`src/rtl/bin2bcd_seq.sv`:
```
// bin2bcd_seq: sequential binary-to-BCD converter using shift-and-add-3.
// It converts one bit per clock and has valid/ready handshakes on the input
// and the output. A sticky overflow flag is set when the value needs more
// than DIGITS digits.
// Optional macro BIN2BCD_SIGNED_EN: treat in_data as two's complement,
// convert its magnitude and report the sign on neg. When the macro is not
// defined, the input is unsigned and neg is always 0.
module bin2bcd_seq #(
  parameter int unsigned BIN_W  = 7,
  parameter int unsigned DIGITS = 3
) (
  input  logic                  clk,
  input  logic                  rst,
  input  logic                  in_valid,
  output logic                  in_ready,
  input  logic [BIN_W-1:0]      in_data,
  output logic                  out_valid,
  input  logic                  out_ready,
  output logic [4*DIGITS-1:0]   bcd,
  output logic                  ovf,
  output logic                  neg
);

  localparam int unsigned BCD_W = 4 * DIGITS;
  localparam int unsigned CNT_W = (BIN_W > 2) ? $clog2(BIN_W) : 1;

  typedef enum logic [1:0] {IDLE, CONV, DONE} state_t;

  state_t               state, state_nxt;
  logic [BCD_W-1:0]     bcd_sr;
  logic [BIN_W-1:0]     bin_sr;
  logic [CNT_W-1:0]     cnt;
  logic                 ovf_acc;
  logic                 neg_acc;

  logic                 accept;
  logic                 xfer;
  logic                 last_step;
  logic [BCD_W-1:0]     bcd_adj;
  logic [BCD_W-1:0]     bcd_step;
  logic [BIN_W-1:0]     bin_step;
  logic                 lost;
  logic [BIN_W-1:0]     mag;
  logic                 sign;

  assign in_ready  = (state == IDLE) | ((state == DONE) & out_ready);
  assign accept    = in_valid & in_ready;
  assign xfer      = out_valid & out_ready;
  assign last_step = (state == CONV) & (cnt == CNT_W'(BIN_W - 1));

  // Sign and magnitude of the incoming value; the magnitude is unsigned, so the most negative input is exact.
  always_comb begin
`ifdef BIN2BCD_SIGNED_EN
    sign = in_data[BIN_W-1];
    mag  = sign ? ((~in_data) + BIN_W'(1)) : in_data;
`else
    sign = 1'b0;
    mag  = in_data;
`endif
  end

  // One conversion step: add 3 to each digit >= 5, then shift {bcd, bin} left; 'lost' leaves the top digit.
  always_comb begin
    bcd_adj = bcd_sr;
    for (int i = 0; i < int'(DIGITS); i++) begin
      if (bcd_sr[4*i +: 4] >= 4'd5) begin
        bcd_adj[4*i +: 4] = bcd_sr[4*i +: 4] + 4'd3;
      end
    end
    {lost, bcd_step, bin_step} = {bcd_adj, bin_sr, 1'b0};
  end

  // State register.
  always_ff @(posedge clk) begin
    if (rst) begin
      state <= IDLE;
    end else begin
      state <= state_nxt;
    end
  end

  // Next-state logic; a transfer combined with an accept restarts the conversion immediately.
  always_comb begin
    state_nxt = state;
    case (state)
      IDLE: if (accept) state_nxt = CONV;
      CONV: if (last_step) state_nxt = DONE;
      DONE: if (xfer) state_nxt = accept ? CONV : IDLE;
      default: state_nxt = IDLE;
    endcase
  end

  // Datapath: load on accept, step while converting, and capture the result on the last step.
  always_ff @(posedge clk) begin
    if (rst) begin
      bcd_sr    <= '0;
      bin_sr    <= '0;
      cnt       <= '0;
      ovf_acc   <= 1'b0;
      neg_acc   <= 1'b0;
      out_valid <= 1'b0;
      bcd       <= '0;
      ovf       <= 1'b0;
      neg       <= 1'b0;
    end else begin
      if (accept) begin
        bcd_sr  <= '0;
        bin_sr  <= mag;
        cnt     <= '0;
        ovf_acc <= 1'b0;
        neg_acc <= sign;
      end else if (state == CONV) begin
        bcd_sr  <= bcd_step;
        bin_sr  <= bin_step;
        cnt     <= cnt + CNT_W'(1);
        ovf_acc <= ovf_acc | lost;
      end

      if (last_step) begin
        out_valid <= 1'b1;
        bcd       <= bcd_step;
        ovf       <= ovf_acc | lost;
        neg       <= neg_acc;
      end else if (xfer) begin
        out_valid <= 1'b0;
      end
    end
  end

endmodule

```
`config.mk`:
```
export PLATFORM = sky130hd
export DESIGN_NAME = bin2bcd_seq
export DESIGN_NICKNAME = d
export VERILOG_FILES = /design/src/rtl/bin2bcd_seq.sv
export SDC_FILE = /design/constraint.sdc
export NUM_CORES = 1
export LEC_CHECK = 0
export ABC_AREA = 1
export CORE_MARGIN = 3
export CORE_UTILIZATION = 30
export CTS_BUF_LIST = sky130_fd_sc_hd__clkbuf_8
export CTS_CLUSTER_DIAMETER = 200
export CTS_CLUSTER_SIZE = 8
export DETAILED_ROUTE_END_ITERATION = 8
export MAX_ROUTING_LAYER = met4
export PLACE_DENSITY_LB_ADDON = 0.25
export RECOVER_POWER = 100
export SYNTH_ARGS = -nofsm -noshare
export SYNTH_HDL_FRONTEND = slang
export SYNTH_SLANG_ARGS = --single-unit
```
`constraint.sdc`:
```
create_clock -name clk -period 1.5 [get_ports clk]
set_clock_uncertainty 0.05 [all_clocks]
set_input_delay 0.15 -clock clk [delete_from_list [all_inputs] [get_ports clk]]
set_output_delay 0.15 -clock clk [all_outputs]
set_load 0.01 [all_outputs]
```
# Word-level counts from Yosys, hierarchy flattened
# Index checks and enable logic that the tools add are counted.
op_classes:
  n_addsub: 4
  multipliers: 0
  n_div: 0
  n_lt_le_gt_ge: 3
  n_eq_ne: 6
  shifts: 0
  muxes: 12
  bitwise: 6
  n_reduce_logical: 5
op_table:
  columns: ["op", "count"]
  rows:
  - ["$mux W7", 2]
  - ["$add A4 B2 Y4 const B", 3]
  - ["$ge A4 B3 Y1 const B", 3]
  - ["$mux W4", 3]
  - ["$mux W2", 3]
  - ["$ne A2 B2 Y1 const B", 3]
  - ["$pmux W2 S3", 1]
  - ["$and A1 B1 Y1", 4]
  - ["$reduce_bool A2 Y1", 2]
  - ["$add A3 B1 Y3 const B", 1]
  - ["$eq A3 B3 Y1 const B", 1]
  - ["$mux W1", 3]
  - ["$reduce_and A3 Y1", 1]
  - ["$eq A2 B1 Y1 const B", 1]
  - ["$eq A2 B2 Y1 const B", 1]
  - ["$logic_not A2 Y1", 1]
  - ["$or A1 B1 Y1", 2]
  - ["$reduce_or A2 Y1", 1]
totals:
  register_bits: 39
  latch_bits: 0
  ram_bits: 0
  romBits: 0
  in_bits: 11
  out_inout_bits: 16
  mem_count: 0

# Logic depth before layout (Yosys ltp)
depth:
  depth_word: 7
  mapped_depth: 9
  ltp_nobuf: 9

# Worst setup path after synthesis
# OpenSTA, ideal clock, no wires.
synth_path:
  path_kind: "register to register"
  from: "reg bcd_sr[8]"
  to: "reg bcd_sr[9]"
  setup_time_ps: 109
  arrival_ps: 1202
  path_slack_ps: 140
  path_stages_with_launch: 10
  path_buffers: 0
  path_cell_list: "dfxtp_1 inv_1 ha_1 inv_1 o21ai_0 nand2_1 nand2_1 nand3_1 nand2_1 inv_1"
synth_via:
  elab_chain_len: 2
  word_cells_on_any_way: 3
  cone_classes: "1 x add/sub; 1 x order compare; 1 x mux"
synth_rtl:
  columns: ["item", "line_no", "source"]
  rows:
  - ["start: declaration", "30", "logic [BCD_W-1:0] bcd_sr;"]
  - ["start signal: assignment", "113", "bcd_sr <= bcd_step;"]
  - ["$add A4 B2 Y4 / $ge A4 B3 Y1 (equally long branches)", "67, 66", null]
  - ["$mux W4 *", "66", "if (bcd_sr[4*i +: 4] >= 4'd5) begin"]
# Mark *: on every way between the ends. The rest lies on a longest branch, timed or not.
# A chain may end at the register's enable or synchronous reset.

# Final worst setup path
layout_path:
  from: "reg out_valid"
  to: "out out_valid"
layout_rtl:
  columns: ["item", "line_no", "source"]
  rows:
  - ["start: declaration", "17", "output logic out_valid,"]
  - ["start signal: assignment", "101", "out_valid <= 1'b0;"]
  - ["start signal: assignment", "120", "out_valid <= 1'b1;"]
  - ["start signal: assignment", "125", "out_valid <= 1'b0;"]
# No word-level cell between the ends.

==> results.py <==
metrics = {
    "clock_tree": {
        "cts_num_sinks": 39,
        "clk_path_buf_depth": 2,
        "cts_tree": "done",
        "cts_hold_buf": 0,
        "htree_num_levels": 2,
        "clk_pin_slew_ps": 70,
        "clk_latency_ps": 290,
        "root_buffer": "clkbuf_8",
        "cts_buffers": 5,
    },
    "min_path": {
        "min_path_cells": 3,
        "min_path_type": "input port to register",
        "hp-start": "in_data[0]",
        "min_to": "bin_sr[0]$_SDFFE_PP0P_",
    },
    "routing": {
        "drcViolationCount": 0,
        "wl_per_cell_um": 11.01,
        "ant_nets": 0,
        "vias_per_cell": 4.506,
        "drt_iter0_drc": 63,
        "wirelength_um": 4417,
        "dr.pass1.iters": 4,
        "num_vias": 1807,
    },
    "final_layout": {
        "fillCellCount": 633,
        "drive_gt1_frac": 0.1472,
        "n_antenna_cell": 0,
        "fin_nets": 344,
        "fin_util": 0.4114,
        "area_delta_synth_final_pct": 28.74,
        "fin_area_mm2": 0.002522,
    },
    "grt": {
        "grt_pass1_wl_um": 7555,
        "grt_pass1_vias": 1640,
        "grtUsageTotal": 0.1298,
        "grt_max_degree": 22,
        "grt_overflow": 0,
        "antenna_found_initial": 0,
    },
    "worst_setup_path": {
        "cp.required_ps": 1300,
        "ff2ff_setup_slack_ps": 120,
        "worstSetupEndpointType": "output pin",
        "cpMaxStageDelayCell": "clkdlybuf4s50_1",
        "crit_buf_inv": 1,
        "critPathMaxFanout": 4,
        "worstRegToRegCells": 9,
        "worstPathCellList": "clkdlybuf4s50_1",
        "cp-start-kind": "register",
        "cp_data_arrival_time_ps": 1230,
        "critical-path-top-delay-family": "buffers and inverters",
        "rr_startpoint": "cnt[0]$_SDFFE_PP0P_",
        "critical_path_class": "register to output pin",
        "r2r_end": "bcd[1]$_SDFFE_PP0P_",
        "cpPeakStageDelay_ps": 560,
    },
    "power": {
        "power_density_mw_per_mm2": 851.9,
        "worst_ir_drop_vdd_mv": 0.2923,
        "p_leak_nw": 1.220,
    },
    "yosys": {
        "synth.area.top_cells": "dfxtp_1 (40%), nand2_1 (12%), inv_1 (8.8%), nand3_1 (8.4%), nor2_1 (6.3%)",
        "syn_area_mm2": 0.001959,
        "synth-seq-cells": 39,
        "synth.most_common_cell": "nand2_1",
        "synth_nets": 303,
        "synthDominantCellAreaShare": 0.3985,
        "synth_ff_type": "dfxtp_1",
        "synth_cell_types": 21,
        "yosysWarnings": 0,
        "yosys-top-cells-count": "nand2_1 (65), inv_1 (46), dfxtp_1 (39), nand3_1 (33), nor2_1 (33)",
        "synth_edf_count": 0,
        "synthCells": 284,
        "yosysTopAreaCell": "dfxtp_1",
        "synth-async-reset-ratio": 0,
        "yosysSeqAreaShare": 0.3985,
        "synth.avg_cell_area_um2": 6.899,
    },
    "placed_design": {
        "dpl_cell_area_mm2": 0.002382,
        "io_buffer_count": 25,
        "hpwl_um": 3080,
        "gp_congestion": 0.8284,
    },
    "sta": {
        "clock.fmax_ghz": 0.6983,
        "fin_hold_ws_ps": 399.7,
        "report.final.hold_viol_count": 0,
        "setup_viol": 0,
        "finalMaxSlewViolations": 0,
        "period_needed_ps": 1432,
        "fin_crit_sh": 0.9547,
    },
    "outcome": {
        "status": "finished clean",
    },
    "floorplan": {
        "core_mm2": 0.006131,
        "initial_core_util": 0.3196,
        "die_h_um": 86.82,
        "io_pins": 27,
        "row_count": 28,
        "dieArea_mm2": 0.007537,
        "die_w_um": 86.82,
    },
    "run": {
        "maxCapViolCount": 0,
    },
}
==> layout by cell type (no fill, tap or decap) <==
cell type / synthesis / layout
a21oi_1: 23 / 23
buf_12: 0 / 2
buf_4: 3 / 15
clkbuf_2: 0 / 3
clkbuf_8: 0 / 7
clkdlybuf4s50_1: 0 / 17
conb_1: 1 / 1
dfxtp_1: 39 / 35
dfxtp_2: 0 / 3
dfxtp_4: 0 / 1
dlygate4sd2_1: 0 / 1
dlygate4sd3_1: 0 / 7
ha_1: 8 / 7
ha_2: 0 / 1
inv_1: 46 / 42
inv_2: 1 / 6
nand2_1: 65 / 62
nand2_2: 2 / 5
nand3_1: 33 / 32
nand3_2: 1 / 2
nor2_1: 33 / 33
nor3_4: 1 / 1
o211a_1: 6 / 6
o211ai_1: 1 / 1
o21ai_0: 11 / 7
o21ai_1: 0 / 3
o21ai_2: 0 / 1
or2_2: 1 / 1
xor2_1: 1 / 1
==> power by group <==
group | switching (W) | internal [W] | leakage [nW]
registers | 0.0000250 | 0.00107 | 0.319
logic | 0.000156 | 0.000124 | 0.845
clock network | 0.000361 | 0.000413 | 0.0557
total | 0.000542 | 0.00161 | 1.22
==> sequential cells by signal (all words and copies together) (netlist names) <==
register,flops
bin_sr,7
ovf_acc,1
ovf,1
bcd_sr,12
state,2
bcd,12
out_valid,1
cnt,3
==> area by class of cell <==
cell class | count | area [µm²] | area share
clock buffer | 7 | 96.34 | 0.03819
clock inverter | 1 | 3.754 | 0.001488
inverter | 47 | 176.4 | 0.06994
multi-input combinational | 187 | 947.2 | 0.3755
sequential | 39 | 788.3 | 0.3125
tap | 75 | 93.84 | 0.03720
timing repair buffer | 45 | 416.7 | 0.1652
==> cell families after synthesis <==
group | Yosys count | share of synthesized area
and+or+nand+nor | 136 | 0.2950
buffers and inverters | 58 | 0.1277
AOI/OAI and AO/OA | 41 | 0.1213
DFF | 39 | 0.3985
adders and majority gates | 8 | 0.05109
xor gates and xnor gates | 1 | 0.004471
other | 1 | 0.001914
==> worst max-delay path by stage <==
stage / startpoint / endpoint / slack, ps / cells past startpoint
after floorplan: bcd_sr[8]$_SDFFE_PP0P_ / bcd_sr[9]$_SDFFE_PP0P_ / 140 / 9
after global placement: out_ready / in_ready / -90 / 4
after detailed placement: out_ready / in_ready / -110 / 4
after CTS: cnt[0]$_SDFFE_PP0P_ / ovf$_SDFFE_PP0P_ / 30 / 9
after global routing: bcd_sr[9]$_SDFFE_PP0P_ / bcd[10]$_SDFFE_PP0P_ / -9 / 9
final: out_valid$_SDFFE_PP0P_ / out_valid / 70 / 1
==> timing repair <==
action	in CTS	in global routing
pin swaps	0	2
resized for setup	1	20
setup buffers	0	2
setup endpoints to repair	1	19
cloned	0	1
==> through the flow <==
stage	TNS, ps	setup WS (ps)	instances	power, W
global route	-15.56	-9.016	401	0.002270
detailed placement	-119.5	-106.4	390	0.001402
floorplan	0	139.6	284	0.001295
finish	0	67.88	401	0.002149
CTS	0	29.82	398	0.002193
global placement	-89.68	-89.68	390	0.001403
==> per-layer routing <==
metal,GRT usage,wire [µm]
met1,0.1645,2048
met2,0.2036,2157
met3,0.03137,155
met4,0.03966,56
met5,-,0
Note: power is estimated with default switching activity, not from simulation.
